--- config.mk ---
export PLATFORM = sky130hd
export DESIGN_NAME = rapid_lsu_flat
export DESIGN_NICKNAME = d
export VERILOG_FILES = /design/src/rtl/rapid_lsu_pkg.sv /design/src/rtl/rapid_lsu_if.sv /design/src/rtl/rapid_lsu_align.sv /design/src/rtl/rapid_lsu.sv /design/src/flat_wrapper.sv
export SDC_FILE = /design/constraint.sdc
export NUM_CORES = 1
export LEC_CHECK = 0
export ABC_AREA = 1
export CAP_MARGIN = 20
export CORE_ASPECT_RATIO = 0.6
export CORE_UTILIZATION = 49
export CTS_BUF_LIST = sky130_fd_sc_hd__clkbuf_8
export DETAILED_ROUTE_END_ITERATION = 10
export HOLD_SLACK_MARGIN = 0.15
export PLACE_DENSITY = 0.8
export REMOVE_ABC_BUFFERS = 1
export SLEW_MARGIN = 20
export SYNTH_ARGS = -nofsm -noshare
export SYNTH_HDL_FRONTEND = slang
export SYNTH_HIERARCHICAL = 1
export SYNTH_SLANG_ARGS = --single-unit
--- constraint.sdc ---
create_clock -name clk -period 3.7 [get_ports clk]
set_clock_uncertainty 0.2 [all_clocks]
set_input_delay 0.74 -clock clk [delete_from_list [all_inputs] [get_ports clk]]
set_output_delay 0.74 -clock clk [all_outputs]
set_load 0.02 [all_outputs]
--- src/rtl/rapid_lsu_pkg.sv ---
// rapid_lsu_pkg
// Shared types for the rapid MEM-stage load/store unit: FSM state, error codes,
// cache command enums, funct3 width/sign codes and the latched request record.
package rapid_lsu_pkg;

  typedef enum logic [1:0] {
    MEM_WAIT  = 2'd0,
    MEM_READ  = 2'd1,
    MEM_WRITE = 2'd2,
    MEM_DRAIN = 2'd3
  } MEM_state_t;

  typedef enum logic [1:0] {
    ERR_NONE     = 2'd0,
    ERR_MISALIGN = 2'd1,
    ERR_ILLEGAL  = 2'd2,
    ERR_TIMEOUT  = 2'd3
  } mem_err_t;

  typedef enum logic {
    CACHE_READ  = 1'b0,
    CACHE_WRITE = 1'b1
  } cache_rw_t;

  typedef enum logic [1:0] {
    QUARTER_WORD = 2'd0,
    HALF_WORD    = 2'd1,
    WORD         = 2'd2
  } cache_operation;

  localparam logic [2:0] F3_B  = 3'b000;
  localparam logic [2:0] F3_H  = 3'b001;
  localparam logic [2:0] F3_W  = 3'b010;
  localparam logic [2:0] F3_D  = 3'b011;
  localparam logic [2:0] F3_BU = 3'b100;
  localparam logic [2:0] F3_HU = 3'b101;
  localparam logic [2:0] F3_WU = 3'b110;

  typedef struct packed {
    logic       store;
    logic [2:0] funct3;
    logic [4:0] rd;
  } lsu_req_s;

endpackage

--- src/rtl/rapid_lsu_if.sv ---
// rapid_lsu_if
// Bundles the EX->MEM request handshake, the response pulse and the data-cache
// command/ack bus of the load/store unit.
//   slave  : the LSU (accepts requests, drives responses and cache commands)
//   master : the core/cache side (drives requests, flush, ack and read data)
interface rapid_lsu_if
  import rapid_lsu_pkg::*;
#(
  parameter int XLEN   = 32,
  parameter int ADDR_W = 32
);
  localparam int NB = XLEN / 8;

  logic              req_valid;
  logic              req_ready;
  logic              req_store;
  logic [2:0]        req_funct3;
  logic [ADDR_W-1:0] req_addr;
  logic [XLEN-1:0]   req_wdata;
  logic [4:0]        req_rd;
  logic              flush;
  logic              rsp_valid;
  logic [4:0]        rsp_rd;
  logic [XLEN-1:0]   rsp_data;
  mem_err_t          rsp_err;
  logic              cache_req;
  cache_rw_t         cache_rw;
  cache_operation    cache_op;
  logic [ADDR_W-1:0] cache_addr;
  logic [NB-1:0]     cache_be;
  logic [XLEN-1:0]   cache_wdata;
  logic              cache_ack;
  logic [XLEN-1:0]   cache_rdata;

  modport slave (
    input  req_valid, req_store, req_funct3, req_addr, req_wdata, req_rd, flush,
           cache_ack, cache_rdata,
    output req_ready, rsp_valid, rsp_rd, rsp_data, rsp_err,
           cache_req, cache_rw, cache_op, cache_addr, cache_be, cache_wdata
  );

  modport master (
    output req_valid, req_store, req_funct3, req_addr, req_wdata, req_rd, flush,
           cache_ack, cache_rdata,
    input  req_ready, rsp_valid, rsp_rd, rsp_data, rsp_err,
           cache_req, cache_rw, cache_op, cache_addr, cache_be, cache_wdata
  );
endinterface

--- src/rtl/rapid_lsu_align.sv ---
// rapid_lsu_align
// Combinational lane logic: from funct3, store flag and byte offset derives the
// legality/alignment error, byte enables, lane-replicated store data, cache
// access size and the shifted, sign/zero-extended load value.
//   funct3, store, ofs, wdata, rdata -> be, wdata_rep, ldata, err, op
module rapid_lsu_align
  import rapid_lsu_pkg::*;
#(
  parameter int XLEN = 32,
  localparam int NB  = XLEN / 8,
  localparam int OFS = $clog2(NB)
) (
  input  logic [2:0]      funct3,
  input  logic            store,
  input  logic [OFS-1:0]  ofs,
  input  logic [XLEN-1:0] wdata,
  input  logic [XLEN-1:0] rdata,
  output logic [NB-1:0]   be,
  output logic [XLEN-1:0] wdata_rep,
  output logic [XLEN-1:0] ldata,
  output mem_err_t        err,
  output cache_operation  op
);
  logic [1:0]      sz;
  logic            legal;
  logic [OFS-1:0]  amask;
  logic [NB-1:0]   bmask;
  logic [XLEN-1:0] sh;

  assign sz = funct3[1:0];

  always_comb begin
    legal = 1'b0;
    case (funct3)
      F3_B, F3_H, F3_W: legal = 1'b1;
      F3_BU, F3_HU:     legal = !store;
      F3_D:             legal = (XLEN == 64);
      F3_WU:            legal = (XLEN == 64) && !store;
      default:          legal = 1'b0;
    endcase

    // Offset bits that must be zero for a naturally aligned access.
    case (sz)
      2'd0:    begin amask = '0;        bmask = NB'(1);   op = QUARTER_WORD; end
      2'd1:    begin amask = OFS'(1);   bmask = NB'(3);   op = HALF_WORD;    end
      2'd2:    begin amask = OFS'(3);   bmask = NB'(15);  op = WORD;         end
      default: begin amask = OFS'(7);   bmask = NB'(255); op = WORD;         end
    endcase

    if (!legal)                err = ERR_ILLEGAL;
    else if ((ofs & amask) != '0) err = ERR_MISALIGN;
    else                       err = ERR_NONE;

    be = bmask << ofs;

    case (sz)
      2'd0:    wdata_rep = {NB{wdata[7:0]}};
      2'd1:    wdata_rep = {(NB/2){wdata[15:0]}};
      2'd2:    wdata_rep = {(NB/4){wdata[31:0]}};
      default: wdata_rep = wdata;
    endcase

    sh = rdata >> {ofs, 3'b000};
    case (sz)
      2'd0:    ldata = funct3[2] ? XLEN'(sh[7:0])  : XLEN'($signed(sh[7:0]));
      2'd1:    ldata = funct3[2] ? XLEN'(sh[15:0]) : XLEN'($signed(sh[15:0]));
      2'd2:    ldata = funct3[2] ? XLEN'(sh[31:0]) : XLEN'($signed(sh[31:0]));
      default: ldata = sh;
    endcase
  end
endmodule

--- src/rtl/rapid_lsu.sv ---
// rapid_lsu
// MEM-stage load/store unit: accepts one request at a time, issues a single
// cache access (or an immediate error response), waits for ack with a timeout
// and returns a one-cycle response pulse. Flush squashes the transaction but
// lets an issued cache access drain.
//   clk, rst_n : clock, async active-low reset
//   bus        : rapid_lsu_if slave (request, response and cache buses)
//
// state     | meaning
// ----------+-------------------------------------------------------------
// MEM_WAIT  | idle, req_ready=1; error responses are issued from here
// MEM_READ  | load access outstanding, cache_req held until ack/timeout
// MEM_WRITE | store access outstanding, cache_req held until ack/timeout
// MEM_DRAIN | flushed access still outstanding; ends silently on ack/timeout
module rapid_lsu
  import rapid_lsu_pkg::*;
#(
  parameter int XLEN    = 32,
  parameter int ADDR_W  = 32,
  parameter int TIMEOUT = 255
) (
  input logic        clk,
  input logic        rst_n,
  rapid_lsu_if.slave bus
);
  localparam int NB  = XLEN / 8;
  localparam int OFS = $clog2(NB);
  localparam logic [15:0] TMO_LOAD = 16'(TIMEOUT - 1);

  MEM_state_t        state;
  lsu_req_s          req_q;
  logic [ADDR_W-1:0] addr_q;
  logic [XLEN-1:0]   wdata_q;
  logic [15:0]       timer;
  logic              cache_req_q, req_ready_q, rsp_valid_q;
  logic [4:0]        rsp_rd_q;
  logic [XLEN-1:0]   rsp_data_q;
  mem_err_t          rsp_err_q;

  logic            in_wait, accept;
  logic [2:0]      a_funct3;
  logic            a_store;
  logic [OFS-1:0]  a_ofs;
  logic [XLEN-1:0] a_wdata;
  logic [NB-1:0]   be;
  logic [XLEN-1:0] wdata_rep, ldata;
  mem_err_t        err;
  cache_operation  op;
  logic [4:0]      rsp_rd;

  // While idle the lane logic classifies the incoming request; once an access
  // is issued it works from the latched copy so the cache sees stable values.
  assign in_wait  = (state == MEM_WAIT);
  assign a_funct3 = in_wait ? bus.req_funct3 : req_q.funct3;
  assign a_store  = in_wait ? bus.req_store : req_q.store;
  assign a_ofs    = in_wait ? bus.req_addr[OFS-1:0] : addr_q[OFS-1:0];
  assign a_wdata  = in_wait ? bus.req_wdata : wdata_q;

  rapid_lsu_align #(.XLEN(XLEN)) u_align (
    .funct3    (a_funct3),
    .store     (a_store),
    .ofs       (a_ofs),
    .wdata     (a_wdata),
    .rdata     (bus.cache_rdata),
    .be        (be),
    .wdata_rep (wdata_rep),
    .ldata     (ldata),
    .err       (err),
    .op        (op)
  );

  // A flush in the accept cycle squashes the request outright.
  assign accept = bus.req_valid && req_ready_q && !bus.flush;
  assign rsp_rd = req_q.store ? 5'd0 : req_q.rd;

  assign bus.req_ready   = req_ready_q;
  assign bus.rsp_valid   = rsp_valid_q;
  assign bus.rsp_rd      = rsp_rd_q;
  assign bus.rsp_data    = rsp_data_q;
  assign bus.rsp_err     = rsp_err_q;
  assign bus.cache_req   = cache_req_q;
  assign bus.cache_rw    = req_q.store ? CACHE_WRITE : CACHE_READ;
  assign bus.cache_op    = op;
  assign bus.cache_addr  = {addr_q[ADDR_W-1:OFS], {OFS{1'b0}}};
  assign bus.cache_be    = cache_req_q ? be : '0;
  assign bus.cache_wdata = wdata_rep;

  always_ff @(posedge clk or negedge rst_n) begin
    if (!rst_n) begin
      state       <= MEM_WAIT;
      req_q       <= '0;
      addr_q      <= '0;
      wdata_q     <= '0;
      timer       <= '0;
      cache_req_q <= 1'b0;
      req_ready_q <= 1'b1;
      rsp_valid_q <= 1'b0;
      rsp_rd_q    <= '0;
      rsp_data_q  <= '0;
      rsp_err_q   <= ERR_NONE;
    end else begin
      rsp_valid_q <= 1'b0;
      rsp_rd_q    <= '0;
      rsp_data_q  <= '0;
      rsp_err_q   <= ERR_NONE;
      case (state)
        MEM_WAIT: begin
          if (accept) begin
            req_q   <= '{store: bus.req_store, funct3: bus.req_funct3, rd: bus.req_rd};
            addr_q  <= bus.req_addr;
            wdata_q <= bus.req_wdata;
            if (err != ERR_NONE) begin
              rsp_valid_q <= 1'b1;
              rsp_err_q   <= err;
              rsp_rd_q    <= bus.req_store ? 5'd0 : bus.req_rd;
            end else begin
              state       <= bus.req_store ? MEM_WRITE : MEM_READ;
              cache_req_q <= 1'b1;
              req_ready_q <= 1'b0;
              timer       <= TMO_LOAD;
            end
          end
        end
        MEM_READ, MEM_WRITE: begin
          // Ack is tested first so an ack on the limit cycle still completes.
          if (bus.cache_ack || timer == '0) begin
            state       <= MEM_WAIT;
            cache_req_q <= 1'b0;
            req_ready_q <= 1'b1;
            if (!bus.flush) begin
              rsp_valid_q <= 1'b1;
              rsp_rd_q    <= rsp_rd;
              rsp_err_q   <= bus.cache_ack ? ERR_NONE : ERR_TIMEOUT;
              rsp_data_q  <= (bus.cache_ack && !req_q.store) ? ldata : '0;
            end
          end else begin
            timer <= timer - 16'd1;
            if (bus.flush) state <= MEM_DRAIN;
          end
        end
        MEM_DRAIN: begin
          if (bus.cache_ack || timer == '0) begin
            state       <= MEM_WAIT;
            cache_req_q <= 1'b0;
            req_ready_q <= 1'b1;
          end else begin
            timer <= timer - 16'd1;
          end
        end
        default: state <= MEM_WAIT;
      endcase
    end
  end
endmodule
--- src/flat_wrapper.sv ---
// flat-port wrapper written by rule: the top's interface ports become plain ports
module rapid_lsu_flat import rapid_lsu_pkg::*;
#(
  parameter int XLEN    = 32,
  parameter int ADDR_W  = 32,
  parameter int TIMEOUT = 255
)
  (clk, rst_n, bus_req_valid, bus_req_store, bus_req_funct3, bus_req_addr, bus_req_wdata, bus_req_rd, bus_flush, bus_cache_ack, bus_cache_rdata, bus_req_ready, bus_rsp_valid, bus_rsp_rd, bus_rsp_data, bus_rsp_err, bus_cache_req, bus_cache_rw, bus_cache_op, bus_cache_addr, bus_cache_be, bus_cache_wdata);
  rapid_lsu_if #(.XLEN(XLEN), .ADDR_W(ADDR_W)) bus_i ();
  input logic clk;
  input logic rst_n;
  input wire logic [$bits(bus_i.req_valid)-1:0] bus_req_valid;
  input wire logic [$bits(bus_i.req_store)-1:0] bus_req_store;
  input wire logic [$bits(bus_i.req_funct3)-1:0] bus_req_funct3;
  input wire logic [$bits(bus_i.req_addr)-1:0] bus_req_addr;
  input wire logic [$bits(bus_i.req_wdata)-1:0] bus_req_wdata;
  input wire logic [$bits(bus_i.req_rd)-1:0] bus_req_rd;
  input wire logic [$bits(bus_i.flush)-1:0] bus_flush;
  input wire logic [$bits(bus_i.cache_ack)-1:0] bus_cache_ack;
  input wire logic [$bits(bus_i.cache_rdata)-1:0] bus_cache_rdata;
  output wire logic [$bits(bus_i.req_ready)-1:0] bus_req_ready;
  output wire logic [$bits(bus_i.rsp_valid)-1:0] bus_rsp_valid;
  output wire logic [$bits(bus_i.rsp_rd)-1:0] bus_rsp_rd;
  output wire logic [$bits(bus_i.rsp_data)-1:0] bus_rsp_data;
  output wire logic [$bits(bus_i.rsp_err)-1:0] bus_rsp_err;
  output wire logic [$bits(bus_i.cache_req)-1:0] bus_cache_req;
  output wire logic [$bits(bus_i.cache_rw)-1:0] bus_cache_rw;
  output wire logic [$bits(bus_i.cache_op)-1:0] bus_cache_op;
  output wire logic [$bits(bus_i.cache_addr)-1:0] bus_cache_addr;
  output wire logic [$bits(bus_i.cache_be)-1:0] bus_cache_be;
  output wire logic [$bits(bus_i.cache_wdata)-1:0] bus_cache_wdata;
  assign bus_i.req_valid = bus_req_valid;
  assign bus_i.req_store = bus_req_store;
  assign bus_i.req_funct3 = bus_req_funct3;
  assign bus_i.req_addr = bus_req_addr;
  assign bus_i.req_wdata = bus_req_wdata;
  assign bus_i.req_rd = bus_req_rd;
  assign bus_i.flush = bus_flush;
  assign bus_i.cache_ack = bus_cache_ack;
  assign bus_i.cache_rdata = bus_cache_rdata;
  assign bus_req_ready = bus_i.req_ready;
  assign bus_rsp_valid = bus_i.rsp_valid;
  assign bus_rsp_rd = bus_i.rsp_rd;
  assign bus_rsp_data = bus_i.rsp_data;
  assign bus_rsp_err = bus_i.rsp_err;
  assign bus_cache_req = bus_i.cache_req;
  assign bus_cache_rw = bus_i.cache_rw;
  assign bus_cache_op = bus_i.cache_op;
  assign bus_cache_addr = bus_i.cache_addr;
  assign bus_cache_be = bus_i.cache_be;
  assign bus_cache_wdata = bus_i.cache_wdata;
  rapid_lsu #(.XLEN(XLEN), .ADDR_W(ADDR_W), .TIMEOUT(TIMEOUT)) u_core (.clk(clk), .rst_n(rst_n), .bus(bus_i));
endmodule
==> out/metrics.cfg, run 1 <==
[sta]
slew_violations = 0
worst_pin_slew_ns = 0.9755
rsz0062_at_grt = no
slew_headroom = 0.3474
final.setup.tns_ns = 0
setup_violations = 0
fin_crit_sh = 0.9434
clock.fmax_mhz = 286.5
finalHoldViolations = 0
finalCriticalPeriod_ns = 3.490

[clock_tree]
root_buffer = clkbuf_8
cts_max_path_buffers = 2
h-tree-depth = 4
clk_pin_slew_ns = 0.07
postCtsSetupRepairBufs = 0
clk_latency_ns = 0.45
cts_made_buffers = 17
cts_tree = yes
clock_sinks = 133

[yosys]
synth_seq_cells = 133
synth_area_leader_cell = dfrtp_1
ys_warn_count = 6
synthesis.area_um2 = 7594
syn_area_per_cell_um2 = 7.772
synth-async-reset-ratio = 1.000
synthTopCellsByArea = dfrtp_1 43%, nand2_1 18%, o21ai_0 5.9%, nor3b_2 4.8%, buf_4 4.4%
yosys_most_used_dff = dfrtp_1
yosys.area.top_type_share = 0.4350
netlist_instances = 977
synthTopCellsByCount = 358 x nand2_1, 132 x dfrtp_1, 89 x o21ai_0
synthDistinctLibCells = 34
ys_seq_area_frac = 0.4385
synth-edff-count = 0
yosysMostFrequentCell = nand2_1

[global_route]
grt_pass1_wl_mm = 33.55
grt_max_degree = 67
antenna_found_initial = 0
grt_overflow_total = 0
grt.total_usage = 0.2693
grt_pass1_vias = 6564

[floorplanning]
die_x_um = 162.7
die_area_um2 = 16010
ioPinCount = 223
core_um2 = 14800
start_util = 0.5129
row_count = 34
die-height_um = 98.43

[routing]
wl_per_cell_um = 15.25
postRouteAntennaNets = 0
drt_iter0_drc = 638
vias = 7014
dr.pass1.iters = 6
finalWirelength_mm = 20.72
via_per_inst = 5.161
drc_errors = 0

[outcome]
status = finished, final reports clean

[critical_path]
crit_arrival_ns = 2.55
critPathCaptureType = primary output
cp-start-kind = flip-flop
crit_fanout = 18
required_ns = 2.76
criticalPathCategory = flip-flop to primary output

[cells_and_area]
finalNetCount = 1262
area_growth_pct = 32.99
n_antenna_cell = 0
drive_gt1_frac = 0.1128

[placed_design]
dp_hpwl_mm = 14.97
io_buffers = 220
finalWeightedCongestion = 0.9261

[min_path]
hold_path.class = flip-flop to flip-flop

[pwr]
p_total_mw = 8.544
cellPowerDensity_nw_per_um2 = 846.1
irDropWorstVdd_mv = 0.6443
power_leakage_nw = 5.040

[run]
maxCapViolations = 0

registers in the layout, summed over array words and instances (netlist names), 2 cells and up:
| signal | flops |
|---|---|
| u_core/addr_q | 32 |
| u_core/bus.rsp_data | 32 |
| u_core/bus.rsp_err | 2 |
| u_core/bus.rsp_rd | 5 |
| u_core/req_q | 9 |
| u_core/state | 2 |
| u_core/timer | 16 |
| u_core/wdata_q | 32 |
worst max-delay path, stage by stage, from the launching register on:
cell and delay, ns:
dfrtp_1 0.42, inv_1 0.11, ha_4 0.21, inv_4 0.11, o21ai_0 0.18, buf_4 0.15
inv_1 0.05, nand2_1 0.18, clkinv_4 0.16, nand2_1 0.11, o211ai_1 0.09, dlygate4sd2_1 0.34
metal layers:
metal | share of wire | up-vias | GRT usage
met5 | 0 | - | 0
met2 | 0.42 | 307 | 0.3961
met3 | 0.11 | 26 | 0.09470
met4 | 0.014 | 0 | 0.07477
li1 | - | 3415 | -
met1 | 0.45 | 3266 | 0.3755
layout make-up:
type	count	area [µm²]
sequential	133	3329
clock buffer	18	247.7
timing repair buffer	245	2437
tap	198	247.7
fill	1196	4706
inverter	72	277.8
clock inverter	14	152.6
multi-input combinational	679	3406
stage by stage:
step	setup slack, ns	hold WS (ns)	util	instance area (µm²)	std cells
floorplan	-1.240	0.2422	-	6967	884
global placement	0.1129	0.2534	0.6504	9629	1326
detailed placement	0.05489	0.2579	0.6504	9629	1326
CTS	0.0001605	0.2774	0.6792	10050	1359
global route	0.00006462	0.2926	0.6821	10100	1359
finish	0.2095	0.2730	0.6821	10100	1359
repair_timing:
item / 4_1_cts / 5_1_grt
gates cloned: 0 / 0
endpoints found under the hold margin: 62 / 0
gates resized for setup: 14 / 20
hold buffers: 1 / 0
setup endpoints to repair: 29 / 17
logic make-up after synthesis:
kind of cell | synth area share
and+or+nand+nor | 0.3459
buffers and inverters | 0.1186
AOI/OAI and AO/OA | 0.08996
adders and majority gates | 0.006591
DFF | 0.4385
other | 0.0004938
final timing paths:
check	slack [ns]	startpoint	depth (start not counted)	end
min in group asynchronous	0.66	rst_n	2	u_core/wdata_q[11]
worst min register to register	0.27	u_core/addr_q[19]	2	u_core/addr_q[19]
worst max register to register	0.38	u_core/state[0]	12	u_core/bus.rsp_data[31]
worst min-delay path	0.27	u_core/addr_q[19]	2	u_core/addr_q[19]
max in group asynchronous	1.95	rst_n	3	u_core/wdata_q[12]
worst max-delay path	0.21	u_core/state[0]	11	bus_cache_wdata[24]
power by group:
group          internal [mW]  switching (mW)  leakage, nW
logic                   2.05            3.04         3.13
registers               1.94           0.288         1.71
clock network          0.622           0.607        0.197
total                   4.61            3.93         5.04
layout by cell type (no fill, tap or decap), types with 4 or more instances in the layout:
master	synthesis	routed
nand2_1	358	357
clkdlybuf4s50_1	0	199
dfrtp_1	132	132
o21ai_0	89	81
inv_1	65	66
nand3_1	64	64
nor2_1	37	37
nor3b_2	29	29
a21oi_1	26	26
buf_4	45	21
clkbuf_8	0	18
o21ai_1	11	16
nand3_2	14	14
dlymetal6s2s_1	0	12
nand4_1	9	9
dlygate4sd2_1	0	8
nor2_4	5	6
clkinv_4	0	5
inv_2	7	5
nor3b_1	4	4
o211ai_1	4	4
Note: power is estimated with default switching activity, not from simulation.
==> run 2, diff against run 1 <==
- CORE_ASPECT_RATIO: 0.6 -> 1.25
==> run 2 against run 1 <==
  * Total power down 1.3%
  * Critical path type unchanged
  * Die area about the same
  * Highest routed layer unchanged
  * Critical endpoint is now bus_cache_wdata[20]
  * Largest cell class unchanged
  * Largest power group unchanged
  * Sequential share of layout area about the same
==> out/metrics.cfg, run 2 (same netlist as run 1, synthesis figures left out) <==
[outcome]
status = finished, final reports clean

[routing]
postRouteAntennaNets = 0
drc_errors = 0
vias = 6900
drt_iter0_drc = 527
dr.pass1.iters = 5
wl_per_cell_um = 13.96
via_per_inst = 5.051
finalWirelength_mm = 19.07

[clock_tree]
clk_pin_slew_ns = 0.08
root_buffer = clkbuf_8
h-tree-depth = 4
cts_max_path_buffers = 2
cts_made_buffers = 17
clock_sinks = 133
clk_latency_ns = 0.45
cts_tree = yes

[floorplanning]
die_area_um2 = 16000
ioPinCount = 223
die_x_um = 113.3
row_count = 50
core_um2 = 15080
die-height_um = 141.2
start_util = 0.5037

[placed_design]
dp_hpwl_mm = 13.34
finalWeightedCongestion = 0.8520
io_buffers = 220
dp_slack_ns = -0.05733

[min_path]
hold_path.class = flip-flop to flip-flop
holdPathStages = 2
min_from = u_core/addr_q[22]
whs_endpoint = u_core/addr_q[22]

[cells_and_area]
seq_area_um2 = 3329
area_growth_pct = 33.17
finalNetCount = 1259
drive_gt1_frac = 0.1114
mostFrequentLayoutCells = 356 x nand2_1, 199 x clkdlybuf4s50_1, 132 x dfrtp_1
multi_input_area_um2 = 3388
layout_commonest_cell = nand2_1
nFillCells = 1248
n_antenna_cell = 0

[global_route]
antenna_found_initial = 0
grt_pass1_vias = 6592
grt_overflow_total = 0
grt.total_usage = 0.2470
grt_pass1_wl_mm = 31.19
grt_max_degree = 110

[sta]
slew_violations = 0
finalCriticalPeriod_ns = 3.486
fin_crit_sh = 0.9421
worst_pin_slew_ns = 0.9571
slew_headroom = 0.3597
worst_slack_ns = 0.2144
hold_ws_ns = 0.2762
setup_violations = 0
finalHoldViolations = 0
clock.fmax_mhz = 286.9
rsz0062_at_grt = no

[critical_path]
max_stage_delay_ns = 0.61
reg2reg_to = u_core/state[1]
critPathCaptureType = primary output
r2r-start = u_core/state[0]
worstRegToRegCells = 14
path_cells = inv_1, ha_1, inv_4, buf_6, nand2_1, o21ai_1, nand2_1, nand2_1, clkdlybuf4s50_1
crit_arrival_ns = 2.55
crit_fanout = 28
crit_top_cell = nand2_1
slowest_stage = clkdlybuf4s50_1
cp-start-kind = flip-flop
criticalPathCategory = flip-flop to primary output
reg2reg_slack_ns = 0.67
required_ns = 2.76

[run]
maxCapViolations = 0

[pwr]
irDropWorstVdd_mv = 0.5764
cellPowerDensity_nw_per_um2 = 833.8
power_leakage_nw = 5.106

==> run 2: cell count changes in the layout (fill, tap and decap cells not counted), moves of 2 or more <==
| cell | change |
|---|---|
| buf_12 | +2 |
| buf_4 | -6 |
| clkinv_2 | +2 |
| dlygate4sd2_1 | -8 |
| dlymetal6s2s_1 | +8 |
==> run 2: critical path, delay by kind of cell (launching register included) <==
kind / cells / cell delay [ns]
AND/OR/NAND/NOR: 3 / 0.22
AO/OA/AOI/OAI: 1 / 0.18
buffers and inverters: 4 / 1.06
flip-flops: 1 / 0.40
adder cells (fa/ha/maj): 1 / 0.24
==> run 2: worst max-delay path by stage <==
stage / to / from / cells after the start
floorplan: bus_cache_wdata[10] / u_core/state[0] / 8
detailed placement: bus_cache_wdata[9] / bus_req_funct3[0] / 8
CTS: bus_cache_wdata[28] / u_core/state[0] / 8
finish: bus_cache_wdata[20] / u_core/state[0] / 9
global route: bus_cache_wdata[20] / u_core/state[0] / 9
global placement: bus_cache_wdata[8] / bus_req_funct3[0] / 8
==> run 2: what timing repair did <==
item                                    4_1_cts  5_1_grt
endpoints found under the setup margin       19       25
gates resized for setup                       6       26
hold endpoints to repair                     63        0
hold buffers                                  1        0
buffers inserted                              0        0
==> run 2: area by class of cell <==
| class | instances | share of cell area |
|---|---|---|
| inverters | 72 | 0.02722 |
| multi-input cells | 679 | 0.3351 |
| clock buffers | 19 | 0.02586 |
| repair buffers | 242 | 0.2446 |
| well taps | 208 | 0.02574 |
| clock inverters | 13 | 0.01225 |
| flip-flops and latches | 133 | 0.3292 |
==> run 2: stage by stage <==
stage,instance area (µm²),cells,power [mW],TNS [ns],utilization
global placement,9644,1333,7.185,0,0.6397
CTS,10050,1366,8.509,0,0.6666
floorplan,6967,884,5.179,-86.57,-
global route,10110,1366,9.060,0,0.6707
finish,10110,1366,8.432,0,0.6707
detailed placement,9644,1333,7.272,-0.4194,0.6397
==> run 2: report_power, final <==
part | switching (mW) | total [mW] | internal [mW]
registers | 0.285 | 2.22 | 1.94
clock network | 0.602 | 1.18 | 0.574
logic | 2.95 | 5.03 | 2.08
==> run 2: per-layer routing <==
| metal | GRT usage | wire length, µm | up-vias |
|---|---|---|---|
| li1 | - | - | 3412 |
| met4 | 0.1184 | 602 | 0 |
| met5 | 0 | 0 | - |
| met2 | 0.4139 | 9365 | 243 |
| met3 | 0.05417 | 1072 | 48 |
| met1 | 0.3014 | 8027 | 3197 |
